===== config.mk =====
export PLATFORM = sky130hd
export DESIGN_NAME = bullet_pool
export DESIGN_NICKNAME = d
export VERILOG_FILES = /design/src/rtl/bullet_pool_pkg.sv /design/src/rtl/bullet_pool_slot.sv /design/src/rtl/bullet_pool.sv
export SDC_FILE = /design/constraint.sdc
export NUM_CORES = 1
export LEC_CHECK = 0
export ABC_CLOCK_PERIOD_IN_PS = 4200
export CORE_UTILIZATION = 35
export CTS_CLUSTER_SIZE = 8
export DETAILED_ROUTE_END_ITERATION = 16
export HOLD_SLACK_MARGIN = 0.1
export PLACE_DENSITY = 0.62
export SYNTH_ARGS = -nofsm -noshare
export SYNTH_HDL_FRONTEND = slang
export SYNTH_SLANG_ARGS = --single-unit

===== constraint.sdc =====
create_clock -name clk -period 4.2 [get_ports clk]
set_input_delay 0.84 -clock clk [delete_from_list [all_inputs] [get_ports clk]]
set_output_delay 0.84 -clock clk [all_outputs]
set_load 0.005 [all_outputs]

===== src/rtl/bullet_pool_pkg.sv =====
// -----------------------------------------------------------------------------
// GamePkg
// Shared game geometry constants and the bullet record type used by the
// bullet pool and its per-slot logic. All sizes are half-extents in pixels
// measured from an object's centre, which keeps box overlap tests symmetric.
// -----------------------------------------------------------------------------
package GamePkg;

    localparam int MAP_X          = 640;
    localparam int MAP_Y          = 480;
    localparam int BULLET_X       = 4;
    localparam int BULLET_Y       = 2;
    localparam int PLAYER_X       = 16;
    localparam int PLAYER_Y       = 24;
    localparam int SQUAT_PLAYER_Y = 12;
    localparam int BULLET_STEP_X  = 8;

    // One bullet slot: occupancy flag plus signed centre coordinates.
    typedef struct packed {
        logic              alive;
        logic signed [10:0] x;
        logic signed [9:0]  y;
    } bullet_t;

endpackage


===== src/rtl/bullet_pool_slot.sv =====
// -----------------------------------------------------------------------------
// bullet_slot
// Holds one bullet. On a tick it either accepts a fresh spawn (no motion, no
// hit test that tick) or, if alive, advances horizontally and retires itself
// when it strikes the target box or leaves the map.
//
// Ports
//   clk, rst_n            clock, asynchronous active-low reset
//   tick                  frame-update strobe
//   spawn                 load this slot with spawn_x/spawn_y this tick
//   spawn_x, spawn_y      spawn position
//   x_target, y_target    target centre
//   target_squat          selects the reduced target half-height
//   state                 registered slot contents
//   hit_now               this tick's move landed inside the target box
// -----------------------------------------------------------------------------
module bullet_slot
    import GamePkg::*;
#(
    parameter int STEP_X = BULLET_STEP_X,
    parameter int DIR    = 1
) (
    input  logic               clk,
    input  logic               rst_n,
    input  logic               tick,
    input  logic               spawn,
    input  logic signed [10:0] spawn_x,
    input  logic signed [9:0]  spawn_y,
    input  logic signed [10:0] x_target,
    input  logic signed [9:0]  y_target,
    input  logic               target_squat,
    output bullet_t            state,
    output logic               hit_now
);

    localparam logic signed [11:0] STEP     = 12'(DIR * STEP_X);
    localparam logic signed [11:0] HIT_DX   = 12'(BULLET_X + PLAYER_X);
    localparam logic signed [10:0] HIT_DY   = 11'(BULLET_Y + PLAYER_Y);
    localparam logic signed [10:0] HIT_DY_S = 11'(BULLET_Y + SQUAT_PLAYER_Y);
    localparam logic signed [11:0] X_MAX    = 12'(MAP_X - BULLET_X);
    localparam logic signed [11:0] X_MIN    = 12'(BULLET_X);

    bullet_t            state_q, state_d;
    logic signed [11:0] x_new, dx, adx;
    logic signed [10:0] dy, ady;
    logic               in_box, off_screen;

    // Motion and the hit/off-screen tests are done one bit wider than the
    // stored coordinate so a step past the map edge cannot wrap around.
    always_comb begin
        x_new      = {state_q.x[10], state_q.x} + STEP;
        dx         = x_new - {x_target[10], x_target};
        adx        = dx[11] ? -dx : dx;
        dy         = {state_q.y[9], state_q.y} - {y_target[9], y_target};
        ady        = dy[10] ? -dy : dy;
        in_box     = (adx < HIT_DX) && (ady < (target_squat ? HIT_DY_S : HIT_DY));
        off_screen = (x_new > X_MAX) || (x_new < X_MIN);
        hit_now    = tick && state_q.alive && !spawn && in_box;

        state_d = state_q;
        if (tick) begin
            if (spawn) begin
                state_d.alive = 1'b1;
                state_d.x     = spawn_x;
                state_d.y     = spawn_y;
            end else if (state_q.alive) begin
                state_d.x = x_new[10:0];
                // A hit and an exit both retire the slot; the hit is what
                // gets reported, via hit_now.
                if (hit_now || off_screen) begin
                    state_d.alive = 1'b0;
                end
            end
        end
    end

    // Slot register; reset clears position too so outputs read as zero.
    always_ff @(posedge clk or negedge rst_n) begin
        if (!rst_n) begin
            state_q <= '0;
        end else begin
            state_q <= state_d;
        end
    end

    assign state = state_q;

endmodule


===== src/rtl/bullet_pool.sv =====
// -----------------------------------------------------------------------------
// bullet_pool
// A fixed pool of bullet slots fired by one shooter at one target. The top
// level allocates the lowest free slot on an allowed attack, runs the
// inter-shot cooldown and reduces per-slot hits into a registered pulse and
// count.
//
// Ports
//   clk, rst_n             clock, asynchronous active-low reset
//   tick                   frame-update strobe; nothing changes without it
//   attack, defend         shooter controls (defend suppresses firing)
//   xShooter, yShooter     shooter centre
//   xTarget, yTarget       target centre
//   targetSquat            target is crouching (smaller box)
//   x, y                   packed signed bullet centres, slot i at 11i / 10i
//   alive                  per-slot occupancy
//   hit, hitCount          strike pulse and count for the previous tick
//   ready                  a shot would be accepted now
// -----------------------------------------------------------------------------
module bullet_pool
    import GamePkg::*;
#(
    parameter int NUM_BULLETS = 4,
    parameter int COOLDOWN    = 8,
    parameter int STEP_X      = BULLET_STEP_X,
    parameter int DIR         = 1
) (
    input  logic                               clk,
    input  logic                               rst_n,
    input  logic                               tick,
    input  logic                               attack,
    input  logic                               defend,
    input  logic signed [10:0]                 xShooter,
    input  logic signed [9:0]                  yShooter,
    input  logic signed [10:0]                 xTarget,
    input  logic signed [9:0]                  yTarget,
    input  logic                               targetSquat,
    output logic [NUM_BULLETS*11-1:0]          x,
    output logic [NUM_BULLETS*10-1:0]          y,
    output logic [NUM_BULLETS-1:0]             alive,
    output logic                               hit,
    output logic [$clog2(NUM_BULLETS+1)-1:0]   hitCount,
    output logic                               ready
);

    localparam int CNT_W = $clog2(NUM_BULLETS + 1);
    localparam logic signed [10:0] SPAWN_OFF = 11'(DIR * (PLAYER_X + BULLET_X));

    bullet_t                  slot_state [NUM_BULLETS];
    logic [NUM_BULLETS-1:0]   slot_hit, slot_spawn, free_mask;
    logic signed [10:0]       spawn_x;
    logic                     spawn_ok, attack_blocked, found;
    logic [7:0]               cooldown_q, cooldown_d;
    logic                     hit_q, hit_d;
    logic [CNT_W-1:0]         hit_count_q, hit_count_d;

    assign spawn_x = xShooter + SPAWN_OFF;

    // Allocation looks only at registered occupancy, so a slot freed on this
    // tick cannot be refilled until the next one.
    always_comb begin
        spawn_ok       = tick && attack && !defend && (cooldown_q == 8'd0) && (|free_mask);
        attack_blocked = attack && (defend || !(|free_mask));
        slot_spawn     = '0;
        found          = 1'b0;
        for (int i = 0; i < NUM_BULLETS; i++) begin
            if (spawn_ok && free_mask[i] && !found) begin
                slot_spawn[i] = 1'b1;
                found         = 1'b1;
            end
        end
    end

    // Cooldown reloads on a shot and otherwise runs down per tick, except
    // that a refused attack freezes it where it stands.
    always_comb begin
        cooldown_d = cooldown_q;
        if (tick) begin
            if (spawn_ok) begin
                cooldown_d = 8'(COOLDOWN);
            end else if (!attack_blocked && (cooldown_q != 8'd0)) begin
                cooldown_d = cooldown_q - 8'd1;
            end
        end
    end

    // Hit reduction; slot_hit is already qualified by tick, so outside a tick
    // this yields zero and the registered outputs fall back to 0.
    always_comb begin
        hit_d       = |slot_hit;
        hit_count_d = '0;
        for (int i = 0; i < NUM_BULLETS; i++) begin
            hit_count_d = hit_count_d + CNT_W'(slot_hit[i]);
        end
    end

    // Cooldown and hit reporting registers.
    always_ff @(posedge clk or negedge rst_n) begin
        if (!rst_n) begin
            cooldown_q  <= '0;
            hit_q       <= 1'b0;
            hit_count_q <= '0;
        end else begin
            cooldown_q  <= cooldown_d;
            hit_q       <= hit_d;
            hit_count_q <= hit_count_d;
        end
    end

    for (genvar i = 0; i < NUM_BULLETS; i++) begin : g_slot
        bullet_slot #(
            .STEP_X (STEP_X),
            .DIR    (DIR)
        ) u_slot (
            .clk          (clk),
            .rst_n        (rst_n),
            .tick         (tick),
            .spawn        (slot_spawn[i]),
            .spawn_x      (spawn_x),
            .spawn_y      (yShooter),
            .x_target     (xTarget),
            .y_target     (yTarget),
            .target_squat (targetSquat),
            .state        (slot_state[i]),
            .hit_now      (slot_hit[i])
        );

        assign free_mask[i]      = !slot_state[i].alive;
        assign alive[i]          = slot_state[i].alive;
        assign x[11*i +: 11]     = slot_state[i].x;
        assign y[10*i +: 10]     = slot_state[i].y;
    end

    assign hit      = hit_q;
    assign hitCount = hit_count_q;
    assign ready    = (cooldown_q == 8'd0) && (|free_mask);

endmodule


==> metrics.cfg <==
[layout]
final_area_um2 = 16600
multi_input_area_um2 = 8760
num-fill-cells = 2803
nNetsFinal = 2037
final_util_pct = 54.4
syn_to_final_growth_pct = 53.1
antenna_cells = 0
seq_area_um2 = 2500
finalNonFillerCells = 2276
drive_above_1_share_pct = 29.8

[sta]
fin_crit_sh_pct = 108
tightest_slew_ns = 0.788
timing.hold.ws_ns = 0.509
setup_viol = 4
relSlewSlack_pct = 47.1
setup-tns-final_ns = -0.778
fin_skew_ns = 0.0160
final-hold-violation-count = 0
drv_slew = 0
post-route-min-period_ns = 4.52
fmax_mhz = 221
fin_ws_ns = -0.321
rsz0062_at_grt = true

[grt]
gr-total-overflow = 0
gr-usage-all-layers_pct = 26.6
grt_pass1_vias = 12100
antenna_found_initial = 0
grt_pass1_wl_mm = 64.6
grt_max_degree = 56

[cts]
h-tree-depth = 3
cts_made_buffers = 9
cts_tree = yes
clock_tree.buffer_depth = 2
cts_root_buf = clkbuf_16
clk_latency_ns = 0.38
numClockSinks = 100
clkTransAtPathRegs_ns = 0.09
cts_hold_buf = 0

[routing]
viasPerCell = 5.43
totalWireLength_mm = 41.6
wl_met2_mm = 19.5
drt-initial-drc-count = 810
postRouteAntennaNets = 0
post-route-drc-count = 0
wl_met1_mm = 18.2
drt-wirelength-per-cell_um = 18.3
wl_met3_mm = 2.70
vias = 12400
highest_layer = met4
drt_pass1_iterations = 5

[logic_synthesis]
ys_seq_elements = 100
synth_cells = 1391
synth_area_per_cell_um2 = 7.79
ys_top_cells_by_area = dfrtp_1, ha_1, nand2_1
netlist_area_um2 = 10800
yosysUniqueCellTypes = 83
async_reset_ff_share_pct = 100
seq_area_frac_synth_pct = 23.1
synth_top_cell_area_share_pct = 23.1
yosysWarnings = 0
synth_nets = 1553
yosys.area.top_type = dfrtp_1
synth_ff_type = dfrtp_1
synth_edf_count = 0

[placed_design]
gp_congestion = 0.913
place_hpwl_mm = 32.5
placedCellCount = 2234
dp_slack_ns = -1.41
placed_area_um2 = 15200
port_buffers = 140

[power_and_ir_drop]
total_power_mw = 8.67
p_leak_nw = 7.58
power_density_nw_per_um2 = 522
vdd_drop_max_v = 0.000318

[hold_path]
whs_endpoint = g_slot[0].u_slot.state[9]
hold_depth = 2
worstHoldStart = g_slot[0].u_slot.state[9]
min_path_type = register to register

[run_status]
failed_checks = setup timing
status = finished, violations left

[setup_path]
critPathArrivalTime_ns = 4.85
worstSetupPathType = primary input to register
worstPathRequired_ns = 4.53
cp-start-kind = primary input
crit_fanout = 3
reg2reg_to = hitCount[1]
r2r_cells = 19
reg2reg_slack_ns = -0.17
endpoint_kind = register
reg2reg_from = g_slot[1].u_slot.state[0]

[die]
die_y_um = 178
core-area_um2 = 30500
die_w_um = 178
num_io_pins = 141
rows = 64
fp.dieArea_um2 = 31700
start_util_pct = 35.5

[job]
cap_viol_max_count = 0

==> how the worst max path moves through the flow <==
stage,depth (start not counted),to,startpoint
after floorplan,18,hitCount[1],yTarget[1]
after CTS,23,hitCount[1],yTarget[1]
final,18,hitCount[1],xTarget[0]
after global placement,23,hitCount[1],yTarget[0]
after global routing,20,hitCount[1],xTarget[5]
after detailed placement,19,hitCount[1],yTarget[0]
==> cells in the mapped netlist, drive strengths merged, types with 5 or more instances <==
master	instances
a211oi	27
a21boi	7
a21o	14
a21oi	87
a221o	5
a22oi	6
a311o	5
a311oi	9
a31oi	10
a32oi	5
and2	6
and3	20
buf	11
clkbuf	21
dfrtp	100
fa	9
ha	105
inv	81
mux2i	14
nand2	218
nand2b	23
nand3	41
nand3b	12
nand4	9
nor2	107
nor2b	20
nor3	33
nor3b	9
nor4	11
nor4b	5
o2111ai	6
o211ai	15
o21a	12
o21ai	90
o21bai	8
o22ai	13
o31a	5
o31ai	7
or2	15
or3	18
or4	11
xnor2	76
xor2	34
==> sequential cells by signal (all words and copies together) (netlist names) <==
name and flops:
cooldown_q 8, g_slot.u_slot.state 88, hit 1, hitCount 3
==> worst max-delay path: stages <==
cell,delay [ns]
dlygate4sd2_1,0.26
ha_2,0.18
fa_2,0.37
nand2b_4,0.18
a21o_1,0.20
buf_4,0.15
a211oi_4,0.22
and2_4,0.18
nand4_1,0.16
a21boi_4,0.20
nor4b_4,0.31
a22oi_2,0.19
a22oi_2,0.24
nand3_2,0.12
fa_1,0.58
inv_2,0.05
ha_4,0.15
ha_4,0.25
==> kinds of logic (layout without fill, tap and decap cells) <==
logic type / Yosys count / in the layout / share of synthesized area (%)
XOR/XNOR: 110 / 110 / 8.89
adder cells (fa/ha/maj): 114 / 114 / 13.8
multiplexers: 18 / 18 / 1.71
buffers and inverters: 115 / 604 / 4.22
flip-flops: 100 / 100 / 23.1
AO/OA/AOI/OAI: 369 / 369 / 22.6
AND/OR/NAND/NOR: 565 / 565 / 25.7
==> metal layers <==
| layer | GRT usage, % | vias up |
|---|---|---|
| met4 | 8.30 | 0 |
| li1 | - | 6014 |
| met2 | 44.0 | 364 |
| met5 | 0 | - |
| met1 | 34.3 | 5909 |
| met3 | 5.66 | 80 |
==> layout make-up <==
class                           count  share of cell area, %
Timing Repair Buffer              505                   25.3
Tap cell                          396                   2.99
Sequential cell                   100                   15.1
Clock inverter                      5                  0.505
Inverter                           83                   1.96
Multi-Input combinational cell   1176                   52.8
Clock buffer                       11                   1.40
==> power by group <==
group,switching [mW],total (mW),leakage [nW],internal [mW]
Sequential,0.298,1.48,1.27,1.18
Clock,0.439,0.966,0.146,0.527
Combinational,2.97,6.22,6.16,3.25
Total,3.70,8.67,7.58,4.96
==> repair_timing <==
action,CTS,global route
pin swaps,71,27
gates resized for setup,165,38
endpoints found under the setup margin,7,6
setup buffers,33,6
==> cell usage in the layout (no fill, tap or decap), drive strengths merged, types with 12 or more instances in the layout <==
| master | n |
|---|---|
| or2 | 15 |
| nand2b | 23 |
| clkdlybuf4s50 | 126 |
| nand3b | 12 |
| nor2b | 20 |
| inv | 81 |
| nand2 | 218 |
| buf | 368 |
| a21o | 14 |
| nor3 | 33 |
| nand3 | 41 |
| xnor2 | 76 |
| and3 | 20 |
| or3 | 18 |
| o21ai | 90 |
| ha | 105 |
| o21a | 12 |
| nor2 | 107 |
| o211ai | 15 |
| o22ai | 13 |
| a211oi | 27 |
| xor2 | 34 |
| mux2i | 14 |
| a21oi | 87 |
| dfrtp | 100 |
No activity file was read; power rests on OpenSTA's default activity.
